**src/rtl/if_id_stage.sv**
```systemverilog
// if_id_stage: IF/ID pipeline register with fetch handshake, stall hold buffer and flush.
module if_id_stage #(
   parameter int                 DATA_W    = 32,
   parameter logic [DATA_W-1:0]  NOP_INSTR = '0
) (
   input  logic              CLK,
   input  logic              reset,
   input  logic [DATA_W-1:0] PC_F,
   input  logic [DATA_W-1:0] imem_rdata,
   input  logic              imem_ready,
   input  logic              StallD,
   input  logic              FlushD,
   output logic              imem_req,
   output logic              PCEnable,
   output logic [DATA_W-1:0] InstrD,
   output logic [DATA_W-1:0] PCD,
   output logic [DATA_W-1:0] PCPlus4D,
   output logic              ValidD
);
   logic [DATA_W-1:0] r_instr, r_pc, r_pc4, r_hold_instr, r_hold_pc;
   logic              r_valid, r_hold_valid;
   logic              w_fetch_done;
   assign imem_req     = ~reset & ~r_hold_valid;
   assign PCEnable     = ~reset & (FlushD | (imem_ready & ~r_hold_valid));
   assign w_fetch_done = imem_ready & imem_req;
   assign InstrD       = r_instr;
   assign PCD          = r_pc;
   assign PCPlus4D     = r_pc4;
   assign ValidD       = r_valid;
   always_ff @(posedge CLK) begin
      if (reset) begin
         r_instr      <= NOP_INSTR;
         r_pc         <= '0;
         r_pc4        <= '0;
         r_valid      <= 1'b0;
         r_hold_valid <= 1'b0;
      end else if (FlushD) begin
         r_instr      <= NOP_INSTR;
         r_valid      <= 1'b0;
         r_hold_valid <= 1'b0;
      end else if (!StallD) begin
         r_hold_valid <= 1'b0;
         if (r_hold_valid) begin
            r_instr <= r_hold_instr;
            r_pc    <= r_hold_pc;
            r_pc4   <= r_hold_pc + DATA_W'(4);
            r_valid <= 1'b1;
         end else if (w_fetch_done) begin
            r_instr <= imem_rdata;
            r_pc    <= PC_F;
            r_pc4   <= PC_F + DATA_W'(4);
            r_valid <= 1'b1;
         end else begin
            r_instr <= NOP_INSTR;
            r_valid <= 1'b0;
         end
      end else if (w_fetch_done) begin
         // decode is stalled, so park the returning word instead of dropping it
         r_hold_instr <= imem_rdata;
         r_hold_pc    <= PC_F;
         r_hold_valid <= 1'b1;
      end
   end
endmodule

```
**config.mk**
```make
export PLATFORM = sky130hd
export DESIGN_NAME = if_id_stage
export DESIGN_NICKNAME = d
export VERILOG_FILES = /design/src/rtl/if_id_stage.sv
export SDC_FILE = /design/constraint.sdc
export NUM_CORES = 1
export LEC_CHECK = 0
export BUFFER_PORTS_ARGS = -buffer_cell sky130_fd_sc_hd__buf_2
export CORE_UTILIZATION = 50
export CTS_BUF_LIST = sky130_fd_sc_hd__clkbuf_2
export DETAILED_ROUTE_END_ITERATION = 8
export HOLD_SLACK_MARGIN = 0.03
export PLACE_DENSITY_LB_ADDON = 0.08
export SKIP_CTS_REPAIR_TIMING = 1
export SLEW_MARGIN = 20
export SYNTH_ARGS = -nofsm -noshare
export SYNTH_HDL_FRONTEND = slang
export SYNTH_SLANG_ARGS = --single-unit
```
**constraint.sdc**
```tcl
create_clock -name CLK -period 21.5 [get_ports CLK]
set_input_delay 2.15 -clock CLK [delete_from_list [all_inputs] [get_ports CLK]]
set_output_delay 2.15 -clock CLK [all_outputs]
set_load 0.01 [all_outputs]
```
==> impl_metrics.prom <==
# TYPE chip_impl_metric gauge
chip_impl_info{name="status",value="completed"} 1
chip_impl_metric{name="critical_path_buf_inv_count",unit=""} 4
chip_impl_metric{name="num_vias",unit=""} 5735
chip_impl_metric{name="mappedNetlistNets",unit=""} 710
chip_impl_info{name="crit_path_start_kind",value="input port"} 1
chip_impl_metric{name="worst_setup_hold_path_clk_slew",unit="ns"} 0.21
chip_impl_metric{name="report.final.setup_viol",unit=""} 0
chip_impl_metric{name="synth-async-reset-ratio",unit="%"} 0
chip_impl_metric{name="dp.cells",unit=""} 939
chip_impl_metric{name="maxSlewHeadroom",unit="%"} 37.15
chip_impl_info{name="hp-start",value="PCD[3]$_SDFFE_PP0P_"} 1
chip_impl_metric{name="detailedPlacementHpwl",unit="µm"} 11390
chip_impl_metric{name="met3_wire_length",unit="µm"} 756
chip_impl_metric{name="final.min_clock_period",unit="ns"} 6.333
chip_impl_metric{name="grt-ovfl-total",unit=""} 0
chip_impl_metric{name="timing.critical_path.required",unit="ns"} 19.35
chip_impl_info{name="post-synth-top-area-cell",value="dfxtp_1"} 1
chip_impl_info{name="synth_top_flop_cell",value="dfxtp_1"} 1
chip_impl_metric{name="mappedNetlistArea",unit="µm²"} 7062
chip_impl_metric{name="setup-tns-final",unit="ns"} 0
chip_impl_metric{name="tritoncts.num_buffers",unit=""} 17
chip_impl_metric{name="grt_use_total",unit="%"} 24.10
chip_impl_info{name="cp_top_family",value="buffers and inverters"} 1
chip_impl_metric{name="whs_path_depth",unit=""} 2
chip_impl_metric{name="floorplan.io_pins",unit=""} 168
chip_impl_metric{name="dr.pass1.iters",unit=""} 4
chip_impl_metric{name="via_count_of_the_first_global_routing_pass",unit=""} 5276
chip_impl_metric{name="achievable_clock_frequency",unit="MHz"} 157.9
chip_impl_metric{name="final_weighted_congestion_in_routability_driven_placement",unit=""} 0.7713
chip_impl_metric{name="power.ir.vdd_worst",unit="mV"} 0.03260
chip_impl_metric{name="die_x",unit="µm"} 120.8
chip_impl_metric{name="final_layout_net_count",unit=""} 848
chip_impl_metric{name="syn_inst",unit=""} 640
chip_impl_info{name="cts_tree",value="built"} 1
chip_impl_metric{name="yosysUniqueCellTypes",unit=""} 63
chip_impl_metric{name="wl_met1",unit="µm"} 8009
chip_impl_metric{name="drc",unit=""} 0
chip_impl_metric{name="synth_top_cell_area_share",unit="%"} 27.21
chip_impl_metric{name="route.met2.wl",unit="µm"} 8460
chip_impl_metric{name="synth_enable_flop_cells",unit=""} 64
chip_impl_info{name="crit_slowest_cell",value="buf_4"} 1
chip_impl_metric{name="wire_length_of_the_first_global_routing_pass",unit="µm"} 27140
chip_impl_metric{name="max-cap-violations",unit=""} 0
chip_impl_metric{name="clk_path_buf_depth",unit=""} 2
chip_impl_info{name="setup_repair_after_global_routing_missed_its_margin",value="false"} 1
chip_impl_info{name="regToRegStartpoint",value="r_hold_valid$_SDFFE_PP0N_"} 1
chip_impl_info{name="post-synth-top-count-cell",value="dfxtp_1"} 1
chip_impl_metric{name="path_max_fanout",unit=""} 89
chip_impl_metric{name="post-route-cell-area",unit="µm²"} 8178
chip_impl_metric{name="period_share",unit="%"} 29.46
chip_impl_metric{name="cp.arrival",unit="ns"} 4.18
chip_impl_metric{name="synth-warning-count",unit=""} 0
chip_impl_metric{name="detail_route.iter0.violations",unit=""} 508
chip_impl_metric{name="worst_r2r_path_depth",unit=""} 6
chip_impl_metric{name="synth_area_per_cell",unit="µm²"} 11.03
chip_impl_info{name="r2r_end",value="PCPlus4D[10]$_SDFFE_PP0P_"} 1
chip_impl_metric{name="cts-htree-levels",unit=""} 4
chip_impl_metric{name="areaGrowthSynthToFinish",unit="%"} 15.80
chip_impl_metric{name="initial_utilization",unit="%"} 51.07
chip_impl_info{name="yosys-top-cells-area",value="dfxtp_1 (27%), edfxtp_1 (27%), mux2i_1 (4.1%)"} 1
chip_impl_metric{name="routed_wire_length",unit="µm"} 17530
chip_impl_info{name="crit_chain",value="buf_2 -> buf_4 -> inv_1 -> a21o_1 -> buf_2"} 1
chip_impl_metric{name="avgViaCountPerCell",unit=""} 5.900
chip_impl_metric{name="portBuffers",unit=""} 167
chip_impl_metric{name="ys_seq_area_share",unit="%"} 54.43
chip_impl_metric{name="leakage",unit="µW"} 0.003063
chip_impl_info{name="min-delay-path-class",value="reg2reg"} 1
chip_impl_metric{name="detail_route.wl_per_cell",unit="µm"} 18.03
chip_impl_info{name="worst_path_most_repeated_cell",value="buf_2"} 1
chip_impl_metric{name="place_area",unit="µm²"} 7916
chip_impl_metric{name="finClkSkew",unit="ns"} 0.02604
chip_impl_metric{name="max_stage_delay",unit="ns"} 0.71
chip_impl_metric{name="worst-slew-pin-transition",unit="ns"} 0.9427
chip_impl_metric{name="placement_rows",unit=""} 43
chip_impl_metric{name="fraction_of_layout_instances_using_a_drive_strength_above_1",unit="%"} 29.58
chip_impl_info{name="path_type_of_the_worst_setup_path",value="in2out"} 1
chip_impl_metric{name="clock_sink_count",unit=""} 160
chip_impl_metric{name="finalHoldViolations",unit=""} 0
chip_impl_metric{name="number_of_antenna_violations_at_the_first_check_in_global_routing",unit=""} 1
chip_impl_metric{name="die_area",unit="µm²"} 14600
chip_impl_metric{name="placeableCoreArea",unit="µm²"} 13830
chip_impl_metric{name="grt_start_max_net_pins",unit=""} 91
chip_impl_info{name="endpoint_kind",value="output pin"} 1
chip_impl_info{name="cts-root-buf",value="clkbuf_2"} 1
chip_impl_metric{name="timing.reg2reg.setup_slack",unit="ns"} 17.92
chip_impl_metric{name="finish.cell_count_without_fillers",unit=""} 972
chip_impl_metric{name="route.antenna.remaining_nets",unit=""} 0
chip_impl_metric{name="power_density",unit="nW/µm²"} 68.84
chip_impl_info{name="post_synth_most_frequent_cells",value="dfxtp_1 (96), edfxtp_1 (64), nor2_1 (46), inv_1 (36), nand2_1 (35)"} 1
chip_impl_metric{name="clock_latency_late_sink",unit="ns"} 0.73
chip_impl_metric{name="finalMaxSlewViolations",unit=""} 0
chip_impl_metric{name="synth.ff_latch_count",unit=""} 160
chip_impl_info{name="routed.top_layer",value="met4"} 1
chip_impl_metric{name="floorplan.die.height",unit="µm"} 120.8
chip_impl_info{name="hold-path-endpoint",value="PCD[3]$_SDFFE_PP0P_"} 1
[logic make-up after synthesis]
kind of cell             synth area share, %
AO/OA/AOI/OAI                          19.31
multiplexers                           4.748
XOR/XNOR                               1.116
flip-flops                             54.43
adder cells (fa/ha/maj)               0.1772
buffers and inverters                  5.811
AND/OR/NAND/NOR                        14.41
[state kept, by name (all words and copies together) (netlist names)]
name / count
InstrD: 32
PCD: 32
r_hold_instr: 32
r_hold_pc: 32
PCPlus4D: 30
ValidD: 1
r_hold_valid: 1
[placed cells by master, fill, tap and decap left out, drive strengths merged, types with 10 or more instances in the layout]
| cell | synthesis | final |
|---|---|---|
| edfxtp | 64 | 64 |
| o21ai | 12 | 12 |
| nor3 | 10 | 10 |
| dfxtp | 96 | 96 |
| a221oi | 33 | 33 |
| a211oi | 32 | 32 |
| nor2 | 46 | 46 |
| clkbuf | 31 | 17 |
| inv | 37 | 44 |
| nand3 | 32 | 32 |
| nand2 | 36 | 36 |
| nand3b | 11 | 11 |
| mux2i | 29 | 29 |
| a21oi | 15 | 15 |
| nand4 | 14 | 14 |
| a2111oi | 33 | 33 |
| buf | 24 | 174 |
[worst min-delay path, cell delays in order, from the launching register on]
cell	delay, ns
dfxtp_1	0.36
nand2_1	0.05
a21oi_1	0.05
[stage by stage]
stage	power, µW	utilization (%)	hold WS [ns]	worst slack [ns]
after CTS	567.6	59.13	0.4754	15.23
after global placement	393.7	57.25	0.4412	15.28
after floorplan	371.5	-	0.4761	11.52
after detailed placement	395.4	57.25	0.4498	15.24
after global routing	585.9	59.14	0.4947	15.06
final	563.0	59.14	0.4721	15.17
[metal layers]
layer,global-route usage (%),up-vias
li1,-,2759
met1,31.88,2783
met2,39.25,169
met3,4.434,24
met4,8.951,0
met5,0,-
[cell type report]
class | instances | area, µm²
Inverter | 37 | 138.9
Tap cell | 180 | 225.2
Multi-Input combinational cell | 388 | 2816
Clock buffer | 17 | 85.08
Antenna cell | 1 | 2.502
Clock inverter | 15 | 173.9
Fill cell | 1230 | 5649
Timing Repair Buffer | 174 | 888.4
Sequential cell | 160 | 3847
[worst max-delay path by stage]
stage	startpoint	to	slack (ns)	cells past startpoint
2_1_floorplan	StallD	r_hold_instr[0]$_DFFE_PP_	11.52	3
3_5_place_dp	reset	PCEnable	15.24	5
6_report	reset	PCEnable	15.17	5
4_1_cts	reset	PCEnable	15.23	5
5_1_grt	reset	PCEnable	15.06	5
3_3_place_gp	reset	PCEnable	15.28	5
[power by group]
part | leakage [µW] | total (µW) | switching [µW] | internal, µW
Combinational | 0.00155 | 59.6 | 37.4 | 22.2
Clock | 0.000149 | 174 | 116 | 57.3
Sequential | 0.00136 | 330 | 5.05 | 325
Total | 0.00306 | 563 | 159 | 404
Power figures use the tool's default switching activity.
